--- src/rtl/qe_pkg.sv ---
// Shared constants for the QE datapath and its result collector.
// Also holds the saturating increment used by the collector's drop counter.
package qe_pkg;

  localparam int QE_OPERAND_W = 8;
  localparam int QE_RESULT_W  = 16;
  localparam int QE_SEQ_W     = 8;
  localparam int QE_DROP_W    = 8;

  function automatic logic [QE_DROP_W-1:0] sat_inc_drop(input logic [QE_DROP_W-1:0] v);
    if (v == {QE_DROP_W{1'b1}}) begin
      sat_inc_drop = v;
    end else begin
      sat_inc_drop = v + QE_DROP_W'(1'b1);
    end
  endfunction

endpackage

--- src/rtl/qe_rc_mem.sv ---
// Register-array storage for the result collector.
// One synchronous write port, one asynchronous read port; contents are never reset.
module qe_rc_mem #(
  parameter int DEPTH = 8,
  parameter int DW    = 16
) (
  input  logic                     clk,
  input  logic                     wr_en,
  input  logic [$clog2(DEPTH)-1:0] wr_addr,
  input  logic [DW-1:0]            wr_data,
  input  logic [$clog2(DEPTH)-1:0] rd_addr,
  output logic [DW-1:0]            rd_data
);

  logic [DW-1:0] mem_r [DEPTH];

  // storage write port
  always_ff @(posedge clk) begin
    if (wr_en) begin
      mem_r[wr_addr] <= wr_data;
    end
  end

  assign rd_data = mem_r[rd_addr];

endmodule

--- src/rtl/qe_result_collector.sv ---
// FWFT result buffer behind QE_M: never stalls the producer, drops and counts on overflow.
// Optional feature macro QE_RC_SEQ_EN adds an 8-bit per-word sequence tag on out_seq.
module qe_result_collector
  import qe_pkg::*;
#(
  parameter int DEPTH = 8,
  parameter int WIDTH = QE_RESULT_W
) (
  input  logic                       clk,
  input  logic                       reset,
  input  logic                       valid_in,
  input  logic [WIDTH-1:0]           result_in,
  input  logic                       clear,
  output logic                       out_valid,
  input  logic                       out_ready,
  output logic [WIDTH-1:0]           out_data,
  output logic [$clog2(DEPTH):0]     count,
  output logic                       full,
  output logic                       empty,
  output logic                       overflow,
  output logic [QE_DROP_W-1:0]       drop_cnt
`ifdef QE_RC_SEQ_EN
  ,
  output logic [QE_SEQ_W-1:0]        out_seq
`endif
);

  localparam int PTR_W = $clog2(DEPTH);
  localparam int CNT_W = PTR_W + 1;
`ifdef QE_RC_SEQ_EN
  localparam int MEM_W = WIDTH + QE_SEQ_W;
`else
  localparam int MEM_W = WIDTH;
`endif
  localparam logic [PTR_W-1:0] PTR_ONE  = PTR_W'(1);
  localparam logic [CNT_W-1:0] CNT_ONE  = CNT_W'(1);
  localparam logic [CNT_W-1:0] CNT_FULL = CNT_W'(DEPTH);

  logic [PTR_W-1:0]     wr_ptr_r, rd_ptr_r;
  logic [CNT_W-1:0]     count_r;
  logic                 full_r, empty_r, valid_r, overflow_r;
  logic [QE_DROP_W-1:0] drop_cnt_r;
  logic [WIDTH-1:0]     data_r;

  logic                 push_s, pop_s, drop_s;
  logic [PTR_W-1:0]     wr_ptr_nxt_s, rd_ptr_nxt_s;
  logic [CNT_W-1:0]     count_nxt_s;
  logic                 overflow_nxt_s;
  logic [QE_DROP_W-1:0] drop_cnt_nxt_s;
  logic [MEM_W-1:0]     wr_word_s, rd_word_s, head_s;

`ifdef QE_RC_SEQ_EN
  logic [QE_SEQ_W-1:0]  seq_cnt_r, seq_r;
  assign wr_word_s = {seq_cnt_r, result_in};
`else
  assign wr_word_s = result_in;
`endif

  // A full FIFO still accepts a word when the consumer frees a slot on the same edge.
  assign pop_s  = valid_r & out_ready;
  assign push_s = valid_in & (~full_r | pop_s);
  assign drop_s = valid_in & full_r & ~pop_s;

  qe_rc_mem #(
    .DEPTH (DEPTH),
    .DW    (MEM_W)
  ) u_mem (
    .clk     (clk),
    .wr_en   (push_s),
    .wr_addr (wr_ptr_r),
    .wr_data (wr_word_s),
    .rd_addr (rd_ptr_nxt_s),
    .rd_data (rd_word_s)
  );

  // next pointers, occupancy and the word that will sit at the head after this edge
  always_comb begin
    wr_ptr_nxt_s = wr_ptr_r;
    rd_ptr_nxt_s = rd_ptr_r;
    count_nxt_s  = count_r;
    head_s       = rd_word_s;
    if (push_s) begin
      wr_ptr_nxt_s = wr_ptr_r + PTR_ONE;
    end else begin
      wr_ptr_nxt_s = wr_ptr_r;
    end
    if (pop_s) begin
      rd_ptr_nxt_s = rd_ptr_r + PTR_ONE;
    end else begin
      rd_ptr_nxt_s = rd_ptr_r;
    end
    case ({push_s, pop_s})
      2'b10:   count_nxt_s = count_r + CNT_ONE;
      2'b01:   count_nxt_s = count_r - CNT_ONE;
      default: count_nxt_s = count_r;
    endcase
    // the head slot is being written this edge only when the FIFO would otherwise be empty
    if (push_s && (wr_ptr_r == rd_ptr_nxt_s)) begin
      head_s = wr_word_s;
    end else begin
      head_s = rd_word_s;
    end
  end

  // overflow flag and drop counter; a drop outranks a simultaneous clear
  always_comb begin
    overflow_nxt_s = overflow_r;
    drop_cnt_nxt_s = drop_cnt_r;
    if (drop_s) begin
      overflow_nxt_s = 1'b1;
      if (clear) begin
        drop_cnt_nxt_s = QE_DROP_W'(1'b1);
      end else begin
        drop_cnt_nxt_s = sat_inc_drop(drop_cnt_r);
      end
    end else if (clear) begin
      overflow_nxt_s = 1'b0;
      drop_cnt_nxt_s = '0;
    end else begin
      overflow_nxt_s = overflow_r;
      drop_cnt_nxt_s = drop_cnt_r;
    end
  end

  // state and registered outputs
  always_ff @(posedge clk or negedge reset) begin
    if (!reset) begin
      wr_ptr_r   <= '0;
      rd_ptr_r   <= '0;
      count_r    <= '0;
      full_r     <= 1'b0;
      empty_r    <= 1'b1;
      valid_r    <= 1'b0;
      overflow_r <= 1'b0;
      drop_cnt_r <= '0;
      data_r     <= '0;
    end else begin
      wr_ptr_r   <= wr_ptr_nxt_s;
      rd_ptr_r   <= rd_ptr_nxt_s;
      count_r    <= count_nxt_s;
      full_r     <= (count_nxt_s == CNT_FULL);
      empty_r    <= (count_nxt_s == '0);
      valid_r    <= (count_nxt_s != '0);
      overflow_r <= overflow_nxt_s;
      drop_cnt_r <= drop_cnt_nxt_s;
      if (count_nxt_s != '0) begin
        data_r <= head_s[WIDTH-1:0];
      end else begin
        data_r <= data_r;
      end
    end
  end

`ifdef QE_RC_SEQ_EN
  // sequence tag counter and the tag of the presented word
  always_ff @(posedge clk or negedge reset) begin
    if (!reset) begin
      seq_cnt_r <= '0;
      seq_r     <= '0;
    end else begin
      if (push_s) begin
        seq_cnt_r <= seq_cnt_r + QE_SEQ_W'(1'b1);
      end else begin
        seq_cnt_r <= seq_cnt_r;
      end
      if (count_nxt_s != '0) begin
        seq_r <= head_s[MEM_W-1:WIDTH];
      end else begin
        seq_r <= seq_r;
      end
    end
  end
  assign out_seq = seq_r;
`endif

  assign out_valid = valid_r;
  assign out_data  = data_r;
  assign count     = count_r;
  assign full      = full_r;
  assign empty     = empty_r;
  assign overflow  = overflow_r;
  assign drop_cnt  = drop_cnt_r;

endmodule
--- config.mk ---
export PLATFORM = sky130hd
export DESIGN_NAME = qe_result_collector
export DESIGN_NICKNAME = d
export VERILOG_FILES = /design/src/rtl/qe_pkg.sv /design/src/rtl/qe_rc_mem.sv /design/src/rtl/qe_result_collector.sv
export SDC_FILE = /design/constraint.sdc
export NUM_CORES = 1
export LEC_CHECK = 0
export BUFFER_PORTS_ARGS = -buffer_cell sky130_fd_sc_hd__buf_2
export CORE_ASPECT_RATIO = 1.5
export CORE_MARGIN = 4
export CORE_UTILIZATION = 30
export DETAILED_ROUTE_END_ITERATION = 10
export GPL_ROUTABILITY_DRIVEN = 0
export PLACE_DENSITY_LB_ADDON = 0.2
export SYNTH_ARGS = -nofsm -noshare
export SYNTH_HDL_FRONTEND = slang
export SYNTH_SLANG_ARGS = --single-unit
export TNS_END_PERCENT = 50
--- constraint.sdc ---
create_clock -name clk -period 7.2 [get_ports clk]
set_clock_uncertainty 0.15 [all_clocks]
set_input_delay 0.36 -clock clk [delete_from_list [all_inputs] [get_ports clk]]
set_output_delay 0.36 -clock clk [all_outputs]
set_load 0.02 [all_outputs]
==> summary.md <==
| Metric | Value |
|---|---|
| Status | `completed` |
| CTS tree | `yes` |
| ANT nets after route | `0` |
| Postcts setup bufs | `0` |
| Post-route setup TNS | `0 ns` |
| FMAX | `0.265 GHz` |
| Critical path depth | `14` |
| CP Launch Type | `register` |
| RSZ-0062 raised after global routing | `false` |
| Mapped Area | `7060 µm²` |
| Syn avg cell area | `approximately 15 µm²` |
| H-Tree Depth | `4` |
| Largest stage delay, worst path | `between 0.5 and 0.6 ns` |
| Worst setup EP type | `register` |
| Inst Count DP | `807` |
| CTS sink cnt | `166` |
| Hold Crit Depth | `1` |
| Syn_nets | `485` |
| Post-synth ARST share | `between 20% and 30%` |
| DIE AREA | `26100 µm²` |
| Pre-CTS setup slack | `3.37 ns` |
| Top Family by Delay on Critical Path | `buffers and inverters` |
| Reg clk slew, reported paths | `0.06 ns` |
| Final wirelength | `about 17 mm` |
| Via count | `between 4000 and 5000` |
| Final Cell Area | `8330 µm²` |
| Die width | `between 100 and 150 µm` |
| Multi-input logic area | `2130 µm²` |
| Post-DP HPWL | `10.3 mm` |
| # hold bufs at CTS | `1` |
| # Max-Cap Violations | `0` |
| Cell area after placement | `7690 µm²` |
| Core area | `23100 µm²` |
| TritonRoute pass-1 iters | `4` |
| Endpoints failing setup | `0` |
| Initial antenna violation count | `0` |
| Worst-margin pin slew | `1.10 ns` |
| GRT overflow | `0` |
| # DRC | `0` |
| Required @ worst endpoint | `around 7.4 ns` |
| Top post-synthesis cells by area | `edfxtp_1, dfrtp_1, a211oi_1` |
| Largest net degree at the start of global routing | `50` |
| Flip-flop and latch area | `4800 µm²` |
| Critical-path cell list | `nand2_4 -> nand2_1 -> and2_1 -> clkinv_1 -> ha_1 -> xor2_1 -> ha_1 -> a21oi_1 -> xor2_1 -> nor2_1 -> xnor2_1 -> o211ai_2 -> buf_4 -> mux2_2` |
| Yosys top cell by area | `edfxtp_1` |
| Share of cells above drive strength 1 | `25.5%` |
| Slew Limit Headroom | `26.2%` |
| GRT Total Usage | `~14%` |
| Slowest stage cell, crit path | `dfrtp_1` |
| Initial DRC count | `273` |
| Initial Util | `30.6%` |
| Tcrit/Tclk final | `52.5%` |
| Number of flops mapped to enable cells by yosys | `128` |
| Top-area cell type share of the netlist area | `54.5%` |
| Register area share after synthesis | `67.9%` |
| Gates resized, CTS repair | `0` |
| Die H | `196 µm` |
| Vias in the first global route | `4533` |
| R2R cell count | `14` |
| Final Hold Viols | `0` |
| Min cycle time layout | `roughly 3.8 ns` |
| # IOs | `53` |
| CP Data Arrival Time | `3.93 ns` |
| Synth Instances | `~460` |
| CP Class | `reg2reg` |
| Commonest cells after routing, fill and taps aside | `edfxtp_1, buf_2, and3_1, a211oi_1, dfrtp_1` |
| Max Buffers Root-to-Sink | `2` |
| Synthesized flop and latch total | `166` |
| Num CTS Buffers | `17` |
| Commonest non-fill, non-tap cell in the layout | `edfxtp_1` |
| Synth warn | `0` |
| Nets | `539` |
| Buf/Inv on CP | `2` |
| Worst IR Drop VDD | `0.000234 V` |
| Maximum fanout along the worst path | `18` |
| LEAKAGE | `0.00302 µW` |
| Final Util | `36.1%` |
| Port-buffer cells | `52` |
| Yosys cell types | `54` |
| Vias per cell | `4.93` |
| Root buffer cell | `clkbuf_16` |
| Avg WL per Cell | `around 20 µm` |
| Fin cells | `841` |
| Ys flop type | `edfxtp_1` |
| Number of cell rows | `68` |
| Final slew viol count | `0` |
| Skew-Pair Late Insertion Delay | `0.42 ns` |
| Setup slack after layout | `3.42 ns` |
| Worst hold path class | `in2reg` |
| Fillers | `2215` |
| P per Cell Area | `461 nW/µm²` |
| Area Growth Syn to Fin | `18.1%` |
| Global-route wire length before repair | `around 27 mm` |
per-stage QoR:
| stage | hold slack [ns] | total power [µW] |
|---|---|---|
| floorplan | -0.0856 | 2450 |
| global placement | 0.346 | 2880 |
| detailed placement | 0.351 | 2920 |
| CTS | 0.0554 | 3910 |
| global route | 0.0657 | 4070 |
| finish | 0.0679 | 3840 |
power by group:
group          switching (µW)  internal, µW
combinational             879           608
sequential                125          1250
clock                     357           623
flip-flops by register name, indices dropped and copies added (netlist names):
signal and cells:
count 4, drop_cnt 8, empty 1, full 1
out_data 16, out_valid 1, overflow 1, rd_ptr_r 3
u_mem.mem_r 128, wr_ptr_r 3
cells in the mapped netlist, drive strengths merged (2+ instances only):
master   number
xnor2         9
nor3b         2
clkbuf       10
dfrtp        37
a211oi       50
clkinv        2
ha            6
nand4         4
buf          18
a21oi         4
nand2b        2
o21ai         3
edfxtp      128
nor2         12
mux2         33
inv           8
nand3         3
mux2i        17
nand2        13
and3         50
nor3          4
a32oi         2
xor2          8
a2111oi      16
per-layer routing:
metal  track usage, %  vias to the layer above  share of wire (%)
met5                0                        -                  0
met4             4.84                        0                1.6
met3             3.36                       21                3.5
met2             24.0                       86                 53
met1             15.9                     2123                 42
li1                 -                     1915                  -
area by class of cell:
| class | instances | share of cell area [%] |
|---|---|---|
| Antenna cell | 1 | 0.0300 |
| Timing Repair Buffer | 63 | 4.14 |
| Tap cell | 315 | 4.73 |
| Clock inverter | 9 | 2.09 |
| Clock buffer | 23 | 5.49 |
| Inverter | 10 | 0.450 |
| Sequential cell | 166 | 57.5 |
| Multi-Input combinational cell | 254 | 25.5 |
logic make-up (layout without fill, tap and decap cells):
| kind of cell | after synthesis | count (layout) | share of synthesized area (%) |
|---|---|---|---|
| AOI/OAI and AO/OA | 84 | 84 | 9.70 |
| xor gates and xnor gates | 17 | 17 | 2.59 |
| adders and majority gates | 6 | 6 | 1.06 |
| buffers and inverters | 38 | 105 | 2.73 |
| DFF | 166 | 166 | 67.9 |
| muxes | 50 | 50 | 7.73 |
| other | 0 | 1 | 0 |
| and+or+nand+nor | 97 | 97 | 8.24 |
final timing paths:
check                               endpoint    startpoint  slack [ns]
min in group asynchronous       out_data[10]         reset        0.48
setup reg to reg                out_data[13]     out_valid        3.42
max in group asynchronous        rd_ptr_r[2]         reset        5.78
hold / removal             u_mem.mem_r[0][8]  result_in[8]        0.07
setup / recovery                out_data[13]     out_valid        3.42
hold reg to reg                  out_data[0]   out_data[0]        0.36
No activity file was read; power rests on OpenSTA's default activity.
